File: src/rtl/frame_writer_sdram_pkg.sv
`default_nettype none
//==============================================================================
// frame_writer_sdram_pkg : constants and types shared by the SDRAM frame writer
// Rev 1.0
//==============================================================================
package frame_writer_sdram_pkg;

   localparam int ADDR_W       = 25;
   localparam int DATA_W       = 128;
   localparam int PIX_W        = 16;
   localparam int SLOT_W       = 3;
   localparam int PIX_PER_WORD = DATA_W / PIX_W;

   // Frame geometry, identical to what the VGA row reader assumes
   localparam int H_ACTIVE = 640;
   localparam int V_ACTIVE = 480;

   localparam int                DEF_FIFO_DEPTH  = 8;
   localparam int                DEF_NUM_SLOTS   = 6;
   localparam logic [ADDR_W-1:0] DEF_SLOT_STRIDE = 25'h25800;
   localparam int                DEF_FRAME_WORDS = H_ACTIVE * V_ACTIVE / PIX_PER_WORD;
   localparam int                DEF_ADDR_STEP   = 4;

   typedef enum logic [1:0] {
      ST_IDLE   = 2'd0,
      ST_ACTIVE = 2'd1,
      ST_DRAIN  = 2'd2
   } fw_state_t;

   function automatic logic [ADDR_W-1:0] slot_base(input logic [SLOT_W-1:0] slot,
                                                   input logic [ADDR_W-1:0] stride);
      return ADDR_W'(slot) * stride;
   endfunction

endpackage
`default_nettype wire

File: src/rtl/sync_fifo_128.sv
`default_nettype none
//==============================================================================
// sync_fifo_128 : single-clock FIFO with full/empty flags and synchronous flush
// Rev 1.0
//==============================================================================
module sync_fifo_128 #(
   parameter int DEPTH = 8,
   parameter int WIDTH = 128
) (
   input  logic             clk,
   input  logic             rst_n,
   input  logic             i_flush,
   input  logic             i_push,
   input  logic             i_pop,
   input  logic [WIDTH-1:0] i_data,
   output logic [WIDTH-1:0] o_data,
   output logic             o_full,
   output logic             o_empty
);

   localparam int PTR_W = (DEPTH > 1) ? $clog2(DEPTH) : 1;

   logic [WIDTH-1:0] r_mem [DEPTH];
   logic [PTR_W-1:0] r_wr_ptr;
   logic [PTR_W-1:0] r_rd_ptr;
   logic [PTR_W:0]   r_count;
   logic             w_do_push;
   logic             w_do_pop;

   assign o_full    = (r_count == (PTR_W+1)'(DEPTH));
   assign o_empty   = (r_count == '0);
   assign w_do_pop  = i_pop & ~o_empty;
   // A push into a full FIFO still lands when the head leaves in the same cycle
   assign w_do_push = i_push & (~o_full | w_do_pop);
   assign o_data    = r_mem[r_rd_ptr];

   always_ff @(posedge clk or negedge rst_n) begin
      if (!rst_n) begin
         r_wr_ptr <= '0;
         r_rd_ptr <= '0;
         r_count  <= '0;
      end else if (i_flush) begin
         r_wr_ptr <= '0;
         r_rd_ptr <= '0;
         r_count  <= '0;
      end else begin
         if (w_do_push) r_wr_ptr <= r_wr_ptr + PTR_W'(1);
         if (w_do_pop)  r_rd_ptr <= r_rd_ptr + PTR_W'(1);
         case ({w_do_push, w_do_pop})
            2'b10:   r_count <= r_count + (PTR_W+1)'(1);
            2'b01:   r_count <= r_count - (PTR_W+1)'(1);
            default: r_count <= r_count;
         endcase
      end
   end

   always_ff @(posedge clk) begin
      if (w_do_push && !i_flush) r_mem[r_wr_ptr] <= i_data;
   end

endmodule
`default_nettype wire

File: src/rtl/frame_writer_sdram.sv
`default_nettype none
//==============================================================================
// frame_writer_sdram : packs camera pixels into 128-bit words, writes them to a
//                      ring of SDRAM frame slots and publishes the last full slot
// Rev 1.0
//==============================================================================
module frame_writer_sdram
   import frame_writer_sdram_pkg::*;
#(
   parameter int                FIFO_DEPTH  = DEF_FIFO_DEPTH,
   parameter int                NUM_SLOTS   = DEF_NUM_SLOTS,
   parameter logic [ADDR_W-1:0] SLOT_STRIDE = DEF_SLOT_STRIDE,
   parameter int                FRAME_WORDS = DEF_FRAME_WORDS,
   parameter int                ADDR_STEP   = DEF_ADDR_STEP
) (
   input  logic              clk_133M,
   input  logic              rst_n_133M,
   input  logic              start_frame,
   input  logic              pixel_valid,
   input  logic [PIX_W-1:0]  pixel_data,
   input  logic              ram_busy,
   output logic              wr_req,
   output logic [ADDR_W-1:0] wr_address,
   output logic [DATA_W-1:0] wr_data,
   output logic [SLOT_W-1:0] last_frame,
   output logic              frame_done,
   output logic              overflow
);

   localparam int WCNT_W = $clog2(FRAME_WORDS + 1);
   localparam int PCNT_W = $clog2(PIX_PER_WORD);

   fw_state_t                r_state;
   fw_state_t                w_state_nxt;
   logic                     r_start_d;
   logic [PCNT_W-1:0]        r_pack_cnt;
   logic [DATA_W-PIX_W-1:0]  r_pack;
   logic [WCNT_W-1:0]        r_word_cnt;
   logic [WCNT_W-1:0]        r_issue_cnt;
   logic [SLOT_W-1:0]        r_slot;
   logic [ADDR_W-1:0]        r_base;
   logic                     r_wr_req;
   logic [ADDR_W-1:0]        r_wr_address;
   logic [DATA_W-1:0]        r_wr_data;
   logic [SLOT_W-1:0]        r_last_frame;
   logic                     r_frame_done;
   logic                     r_overflow;

   logic                     w_start_edge;
   logic                     w_abort;
   logic                     w_pix_take;
   logic [PCNT_W-1:0]        w_pack_idx;
   logic                     w_word_done;
   logic [DATA_W-1:0]        w_word;
   logic                     w_issue;
   logic                     w_drop;
   logic                     w_publish;
   logic [SLOT_W-1:0]        w_next_slot;
   logic [DATA_W-1:0]        w_fifo_head;
   logic                     w_fifo_full;
   logic                     w_fifo_empty;

   assign w_start_edge = start_frame & ~r_start_d;
   assign w_abort      = w_start_edge & (r_state != ST_IDLE);
   // The pixel coinciding with a start edge is pixel 0 of the new frame
   assign w_pix_take   = pixel_valid & (w_start_edge | (r_state == ST_ACTIVE));
   assign w_pack_idx   = w_start_edge ? '0 : r_pack_cnt;
   assign w_word_done  = w_pix_take & (w_pack_idx == PCNT_W'(PIX_PER_WORD - 1));
   assign w_word       = {pixel_data, r_pack};
   assign w_issue      = ~w_fifo_empty & ~ram_busy & ~r_wr_req & ~w_abort;
   assign w_drop       = w_word_done & w_fifo_full & ~w_issue;
   assign w_next_slot  = (r_last_frame == SLOT_W'(NUM_SLOTS - 1)) ? '0
                                                                   : r_last_frame + SLOT_W'(1);

   sync_fifo_128 #(
      .DEPTH (FIFO_DEPTH),
      .WIDTH (DATA_W)
   ) u_fifo (
      .clk     (clk_133M),
      .rst_n   (rst_n_133M),
      .i_flush (w_abort),
      .i_push  (w_word_done),
      .i_pop   (w_issue),
      .i_data  (w_word),
      .o_data  (w_fifo_head),
      .o_full  (w_fifo_full),
      .o_empty (w_fifo_empty)
   );

   always_comb begin
      w_state_nxt = r_state;
      w_publish   = 1'b0;
      case (r_state)
         ST_IDLE: begin
            if (w_start_edge) w_state_nxt = ST_ACTIVE;
         end
         ST_ACTIVE: begin
            if (w_abort)
               w_state_nxt = ST_ACTIVE;
            else if (w_word_done && (r_word_cnt == WCNT_W'(FRAME_WORDS - 1)))
               w_state_nxt = ST_DRAIN;
         end
         ST_DRAIN: begin
            if (w_abort) begin
               w_state_nxt = ST_ACTIVE;
            end else if (w_fifo_empty && !r_wr_req) begin
               w_state_nxt = ST_IDLE;
               w_publish   = 1'b1;
            end
         end
         default: w_state_nxt = ST_IDLE;
      endcase
   end

   always_ff @(posedge clk_133M or negedge rst_n_133M) begin
      if (!rst_n_133M) begin
         r_state      <= ST_IDLE;
         r_start_d    <= 1'b0;
         r_pack_cnt   <= '0;
         r_pack       <= '0;
         r_word_cnt   <= '0;
         r_issue_cnt  <= '0;
         r_slot       <= '0;
         r_base       <= '0;
         r_wr_req     <= 1'b0;
         r_wr_address <= '0;
         r_wr_data    <= '0;
         r_last_frame <= '0;
         r_frame_done <= 1'b0;
         r_overflow   <= 1'b0;
      end else begin
         r_state      <= w_state_nxt;
         r_start_d    <= start_frame;
         r_frame_done <= w_publish;
         if (w_publish) r_last_frame <= r_slot;

         // An abort keeps the slot chosen when the frame first started
         if (w_start_edge && (r_state == ST_IDLE)) begin
            r_slot <= w_next_slot;
            r_base <= slot_base(w_next_slot, SLOT_STRIDE);
         end

         if (w_abort || w_drop) r_overflow <= 1'b1;

         if (w_pix_take) begin
            r_pack_cnt <= w_word_done ? '0 : w_pack_idx + PCNT_W'(1);
            for (int k = 0; k < PIX_PER_WORD - 1; k++) begin
               if (w_pack_idx == PCNT_W'(k)) r_pack[k*PIX_W +: PIX_W] <= pixel_data;
            end
         end else if (w_start_edge) begin
            r_pack_cnt <= '0;
         end

         if (w_start_edge)     r_word_cnt <= '0;
         else if (w_word_done) r_word_cnt <= r_word_cnt + WCNT_W'(1);

         if (w_start_edge) r_issue_cnt <= '0;
         else if (w_issue) r_issue_cnt <= r_issue_cnt + WCNT_W'(1);

         r_wr_req <= w_issue;
         if (w_issue) begin
            r_wr_address <= r_base + ADDR_W'(r_issue_cnt) * ADDR_W'(ADDR_STEP);
            r_wr_data    <= w_fifo_head;
         end
      end
   end

   assign wr_req     = r_wr_req;
   assign wr_address = r_wr_address;
   assign wr_data    = r_wr_data;
   assign last_frame = r_last_frame;
   assign frame_done = r_frame_done;
   assign overflow   = r_overflow;

endmodule
`default_nettype wire

File: config.mk
export PLATFORM = sky130hd
export DESIGN_NAME = frame_writer_sdram
export DESIGN_NICKNAME = d
export VERILOG_FILES = /design/src/rtl/frame_writer_sdram_pkg.sv /design/src/rtl/sync_fifo_128.sv /design/src/rtl/frame_writer_sdram.sv
export SDC_FILE = /design/constraint.sdc
export NUM_CORES = 1
export LEC_CHECK = 0
export ABC_AREA = 1
export BUFFER_PORTS_ARGS = -buffer_cell sky130_fd_sc_hd__buf_2
export CORE_ASPECT_RATIO = 2
export CORE_MARGIN = 2
export CORE_UTILIZATION = 37
export DETAILED_ROUTE_END_ITERATION = 6
export PLACE_DENSITY = 0.52
export REMOVE_ABC_BUFFERS = 1
export SLEW_MARGIN = 20
export SYNTH_ARGS = -nofsm -noshare
export SYNTH_HDL_FRONTEND = slang
export SYNTH_SLANG_ARGS = --single-unit
File: constraint.sdc
create_clock -name clk_133M -period 13.2 [get_ports clk_133M]
set_input_delay 1.32 -clock clk_133M [delete_from_list [all_inputs] [get_ports clk_133M]]
set_output_delay 1.32 -clock clk_133M [all_outputs]
set_load 0.01 [all_outputs]
==> results of run 1 <==
cell usage after synthesis, drive strengths merged, types with 6 or more instances:
cell type | instances | area share (%)
nand2 | 458 | 3.3
nand3 | 136 | 1.4
inv | 312 | 2.2
buf | 137 | 1.9
edfxtp | 1024 | 57
mux2i | 256 | 4.8
mux2 | 39 | 0.82
dfrtp | 326 | 15
nor2 | 55 | 0.45
nand4 | 10 | 0.13
nor4 | 6 | 0.098
o211ai | 178 | 2.5
a21oi | 282 | 2.6
xor2 | 8 | 0.13
o21ai | 544 | 5.1
ha | 24 | 0.56
nor3 | 16 | 0.17
clkbuf | 95 | 0.67
routing by layer:
metal / routed length (um) / GRT usage [%] / vias to the layer above
met5: 41 / 0 / -
met4: 3190 / 5.18 / 8
met3: 6750 / 3.29 / 192
met2: 67000 / 31.4 / 671
met1: 52500 / 21.1 / 15600
li1: - / - / 14400
cells in the final DEF, fill, tap and decap left out, types with 11 or more instances in the layout:
cell	count
nand3_1	125
clkinv_1	16
clkinv_2	21
bufinv_16	14
a21oi_1	282
o21ai_0	330
nand2_1	449
mux2_2	39
dfrtp_1	323
o21ai_1	213
buf_2	173
o211ai_1	178
inv_1	308
edfxtp_1	1024
nor3_1	11
mux2i_1	256
clkbuf_1	26
buf_4	21
clkbuf_8	13
nor2_1	44
clkbuf_16	123
ha_1	24
path summary, 6_finish.rpt:
check / to / cells after the start / from
setup / recovery: u_fifo.r_mem[1][71] / 13 / start_frame
hold / removal: wr_address[11] / 2 / wr_address[11]
max in group asynchronous: wr_data[22] / 3 / rst_n_133M
setup reg to reg: u_fifo.r_mem[1][71] / 13 / r_start_d
hold reg to reg: wr_address[11] / 2 / wr_address[11]
min in group asynchronous: wr_data[8] / 1 / rst_n_133M
cell families after synthesis:
logic type | after synthesis | share of synthesized area [%]
muxes | 295 | 5.61
AOI/OAI and AO/OA | 1019 | 10.5
adders and majority gates | 26 | 0.636
and+or+nand+nor | 690 | 5.69
buffers and inverters | 544 | 4.71
xor gates and xnor gates | 10 | 0.164
DFF | 1350 | 72.7
other | 1 | 0.00701
final cells by class:
class | count | share of cell area, %
antenna | 3 | 0.0125
clock buffer | 162 | 5.60
clock inverter | 64 | 1.17
inverter | 312 | 1.97
multi-input combinational | 2045 | 20.3
sequential | 1350 | 64.9
tap | 1890 | 3.94
timing repair buffer | 207 | 2.13
per-stage QoR:
step	hold WS, ns	total power, uW	util (%)
after global placement	0.451	8820	38.9
after floorplan	0.446	8340	-
after detailed placement	0.457	8870	38.9
after global routing	0.491	13000	41.7
after CTS	0.474	12500	41.7
final	0.472	12300	41.7
critical path, delay by kind of cell:
kind | cells | cell delay [ns]
AO/OA/AOI/OAI | 1 | 0.09
adder cells (fa/ha/maj) | 2 | 0.40
buffers and inverters | 4 | 1.35
AND/OR/NAND/NOR | 6 | 2.12
flip-flops by register name, summed over array words and instances (netlist names), 2 cells and up:
| name | flops |
|---|---|
| u_fifo.r_mem | 1024 |
| r_slot | 3 |
| r_state | 2 |
| wr_address | 20 |
| r_pack | 112 |
| wr_data | 128 |
| r_base | 9 |
| r_word_cnt | 16 |
| u_fifo.r_wr_ptr | 3 |
| u_fifo.r_count | 4 |
| r_pack_cnt | 3 |
| r_issue_cnt | 16 |
| u_fifo.r_rd_ptr | 3 |
| last_frame | 3 |
power breakdown:
group          internal, uW  switching, uW  total, uW
clock                  2050           1550       3600
combinational          1050           1970       3020
sequential             5200            504       5700
total                  8300           4020      12300
==> qor.yml, run 1 <==
die_x_um: 273
core_um2: 144000
antenna_found_initial: 5
final_hold_viol_count: 0
root_buffer: "clkbuf_16"
rows: 197
peakVddDrop_mv: 0.156
start_kind: "input port"
num_io_pins: 180
design.die.area_um2: 148000
min_period_ns: 5.05
worstMarginPinSlew_ns: 1.07
viasPerCell: 5.11
drive_gt1_share_pct: 11.6
async_flop_share_pct: 24.1
ys_seq_area_share_pct: 72.7
critPathMaxStageDelay_ns: 0.87
synth-edff-count: 1024
place_area_um2: 55900
timing.final.crit_share_pct: 38.2
grt_max_degree: 205
stdcell_count: 6033
status: "complete, no violations"
multi_input_area_um2: 12100
clk_pin_slew_ns: 0.06
netlist_area_um2: 53500
relSlewSlack_pct: 29.0
fin_ws_ns: 8.15
grt_pass1_wl_mm: 195
setup_viol: 0
worstPathRequired_ns: 13.54
hold_class: "reg -> reg"
cts_hold_buf: 0
crit_type: "in -> reg"
synth_warnings: 0
clock_path_buffers: 3
setup_tns_ns: 0
grt_setup_unrepaired: "false"
clock_latency_ns: 0.73
start_util_pct: 37.2
fillers: 13200
cp_cell_sequence: "buf_2 -> nand2_2 -> nand2_1 -> inv_1 -> ha_1 -> ha_1 -> nand3_4 -> inv_1 -> o21ai_4 -> nor2_4 -> nand2_1 -> nor2_4 -> buf_4"
dp_cells: 5803
area_growth_pct: 12.0
gp_congestion: 0.781
cts_tree: "built"
dp_slack_ns: 7.31
drv_cap: 0
skew_ns: 0.0209
fin_nets: 4081
ctsResizeCount: 0
htreeDepth: 3
end_kind: "register"
synth-seq-cells: 1350
grt_pass1_vias: 31300
portBuffers: 174
dp_hpwl_mm: 64.2
wl_per_cell_um: 21.5
crit_slowest_cell: "buf_4"
seqCellArea_um2: 38900
grt-ovfl-total: 0
die_h_um: 542
p_per_area_nw_per_um2: 206
ys.flop_type: "edfxtp_1"
drt_first_pass_iters: 5
drtIter0Drc: 1959
synth_cells: 3935
design_area_um2: 59900
vias: 30900
postSynthAreaPerCell_um2: 13.6
synthDistinctLibCells: 51
route.detailed.drc: 0
wl_mm: 130
r2r_setup_slack_ns: 8.50
drv_slew: 0
cp.arrival_ns: 5.39
drtAntennaViolNets: 0
grtUsageTotal_pct: 17.5
clock.fmax_mhz: 198
cts_made_buffers: 118
power.static_leakage_uw: 0.0227
cts_setup_buffers: 0
clock_sinks: 1350
worstPathMaxFanout: 56
(Power assumes the default switching activity.)
==> run 2, diff against run 1 <==
PLACE_DENSITY = 0.54   (was 0.52)
clock period = 4.14 ns   (was 13.2 ns; I/O delays follow)
==> run 2 against run 1 <==
Effect of this change: count of clock-buffer cells in the layout fell by 16; non-clock buffer count rose by 45; final cell count rose by 0.65%; largest cell class unchanged.
==> qor.yml, run 2 (synthesis gave the netlist of run 1 again) <==
clock_path_buffers: 3  # unchanged
largest_reg_flops: 1024  # unchanged
clk_pin_slew_ns: 0.07  # about the same
r2r_setup_slack_ns: 0.91  # -7.59 ns
power.static_leakage_uw: 0.0230  # +1.2%
crit_type: "in -> reg"
p_total_uw: 39600  # +220%
grt-ovfl-total: 0  # unchanged
cts_setup_buffers: 0  # unchanged
grt_setup_unrepaired: "false"
area_growth_pct: 13.2
cts_hold_buf: 16  # +16
min_period_ns: 3.25
setup_viol: 0  # unchanged
core_um2: 144000  # unchanged
hold-path-endpoint: "u_fifo.r_mem[5][125]"
final_hold_viol_count: 0  # unchanged
end_kind: "register"
grt_pass1_wl_mm: 199  # +1.9%
drtIter0Drc: 1883  # -3.9%
cp.arrival_ns: 3.63  # -1.76 ns
dp_hpwl_mm: 72.8  # +13%
rr_startpoint: "r_start_d"
worstPathRequired_ns: 4.52  # -9.02 ns
clock_sinks: 1350  # unchanged
grtUsageTotal_pct: 17.8  # +0.31 points
die_x_um: 273  # unchanged
hold_class: "in -> reg"
rows: 197  # unchanged
cts_tree: "built"
timing.final.crit_share_pct: 78.4
drv_slew: 0  # unchanged
top_register: "u_fifo.r_mem"
design.die.area_um2: 148000  # unchanged
grt_max_degree: 131  # -36%
grt_pass1_vias: 31500  # +0.73%
clock_latency_ns: 0.74  # about the same
reg2reg_to: "u_fifo.r_mem[6][12]"
relSlewSlack_pct: 33.0  # +4.1 points
final_common_cell: "edfxtp_1"
skew_ns: 0.0497  # +0.0288 ns
clock.fmax_mhz: 308
drive_gt1_share_pct: 12.2  # +0.60 points
mostFrequentLayoutCells: "1,024 x edfxtp_1, 449 x nand2_1, 330 x o21ai_0"
num_io_pins: 180  # unchanged
worstMarginPinSlew_ns: 1.00  # -0.0609 ns
ctsResizeCount: 0  # unchanged
peakVddDrop_mv: 0.484  # +210%
htreeDepth: 3  # unchanged
status: "complete, no violations"
whs_path_depth: 1  # -1
portBuffers: 174  # unchanged
p_per_area_nw_per_um2: 654  # +220%
start_util_pct: 37.2  # unchanged
drtAntennaViolNets: 0  # unchanged
start_kind: "input port"
drv_cap: 0  # unchanged
viasPerCell: 5.10  # -0.38%
worstPathMaxFanout: 45  # -20%
wl_mm: 132  # +1.5%
cts_made_buffers: 117  # -0.85%
die_h_um: 542  # unchanged
wl_per_cell_um: 21.7  # +0.90%
fin_nets: 4125  # +1.1%
final_util_pct: 42.1  # +0.43 points
drt_first_pass_iters: 5  # unchanged
root_buffer: "clkbuf_16"
gp_congestion: 0.792  # +1.4%
route.detailed.drc: 0  # unchanged
hp-start: "pixel_data[13]"
vias: 30900  # +0.27%
reg2regPathDepth: 13  # unchanged
antenna_found_initial: 1  # -4
[run 2: worst max path at each step]
stage	startpoint	endpoint	slack [ns]	cells after the start
detailed placement	start_frame	u_fifo.r_mem[6][8]	0.65	13
global route	r_start_d	u_fifo.r_mem[3][101]	0.68	13
global placement	start_frame	u_fifo.r_mem[6][8]	0.77	13
finish	start_frame	u_fifo.r_mem[6][12]	0.89	14
CTS	r_start_d	u_fifo.r_mem[6][58]	0.83	13
floorplan	u_fifo.r_rd_ptr[0]	u_fifo.r_rd_ptr[1]	-12.12	3
[run 2: per-layer routing]
metal  global-route usage, %  routed length [um]  vias to the layer above
met5                       0                   0                        -
li1                        -                   -                    14500
met2                    31.6               67900                      579
met3                    2.89                5800                      189
met4                    6.57                4490                        0
met1                    21.5               53400                    15600
[run 2: critical path, stage by stage]
cell           delay, ns
dlygate4sd3_1       0.54
buf_2               0.13
nand2_2             0.10
nand2_1             0.13
inv_1               0.11
ha_1                0.18
ha_1                0.21
nand3_4             0.21
inv_1               0.22
o21ai_4             0.09
nor2_4              0.15
nand2_1             0.22
nor3_2              0.47
buf_12              0.37
[run 2: power by group]
part           leakage, uW  internal (uW)  switching, uW
Combinational      0.00768           3470           6450
Clock              0.00196           6390           5090
Sequential          0.0133          16600           1600
[run 2: stage by stage]
stage          hold slack [ns]  setup WS (ns)  setup TNS (ns)  cells  area (um^2)
2_1_floorplan            0.118         -12.12        -8076.41   3707        52200
3_3_place_gp             0.345          0.768               0   5833        56400
3_5_place_dp             0.349          0.654               0   5833        56400
4_1_cts                0.00496          0.834               0   6071        60600
5_1_grt                 0.0227          0.681               0   6072        60600
6_report                0.0303          0.894               0   6072        60600
[run 2: area by class of cell]
class | instances | area (um^2)
timing repair buffer | 252 | 1920
clock inverter | 76 | 882
clock buffer | 146 | 3150
inverter | 312 | 1180
fill | 13200 | 83100
multi-input combinational | 2045 | 12100
tap | 1890 | 2360
antenna | 1 | 2.50
sequential | 1350 | 38900
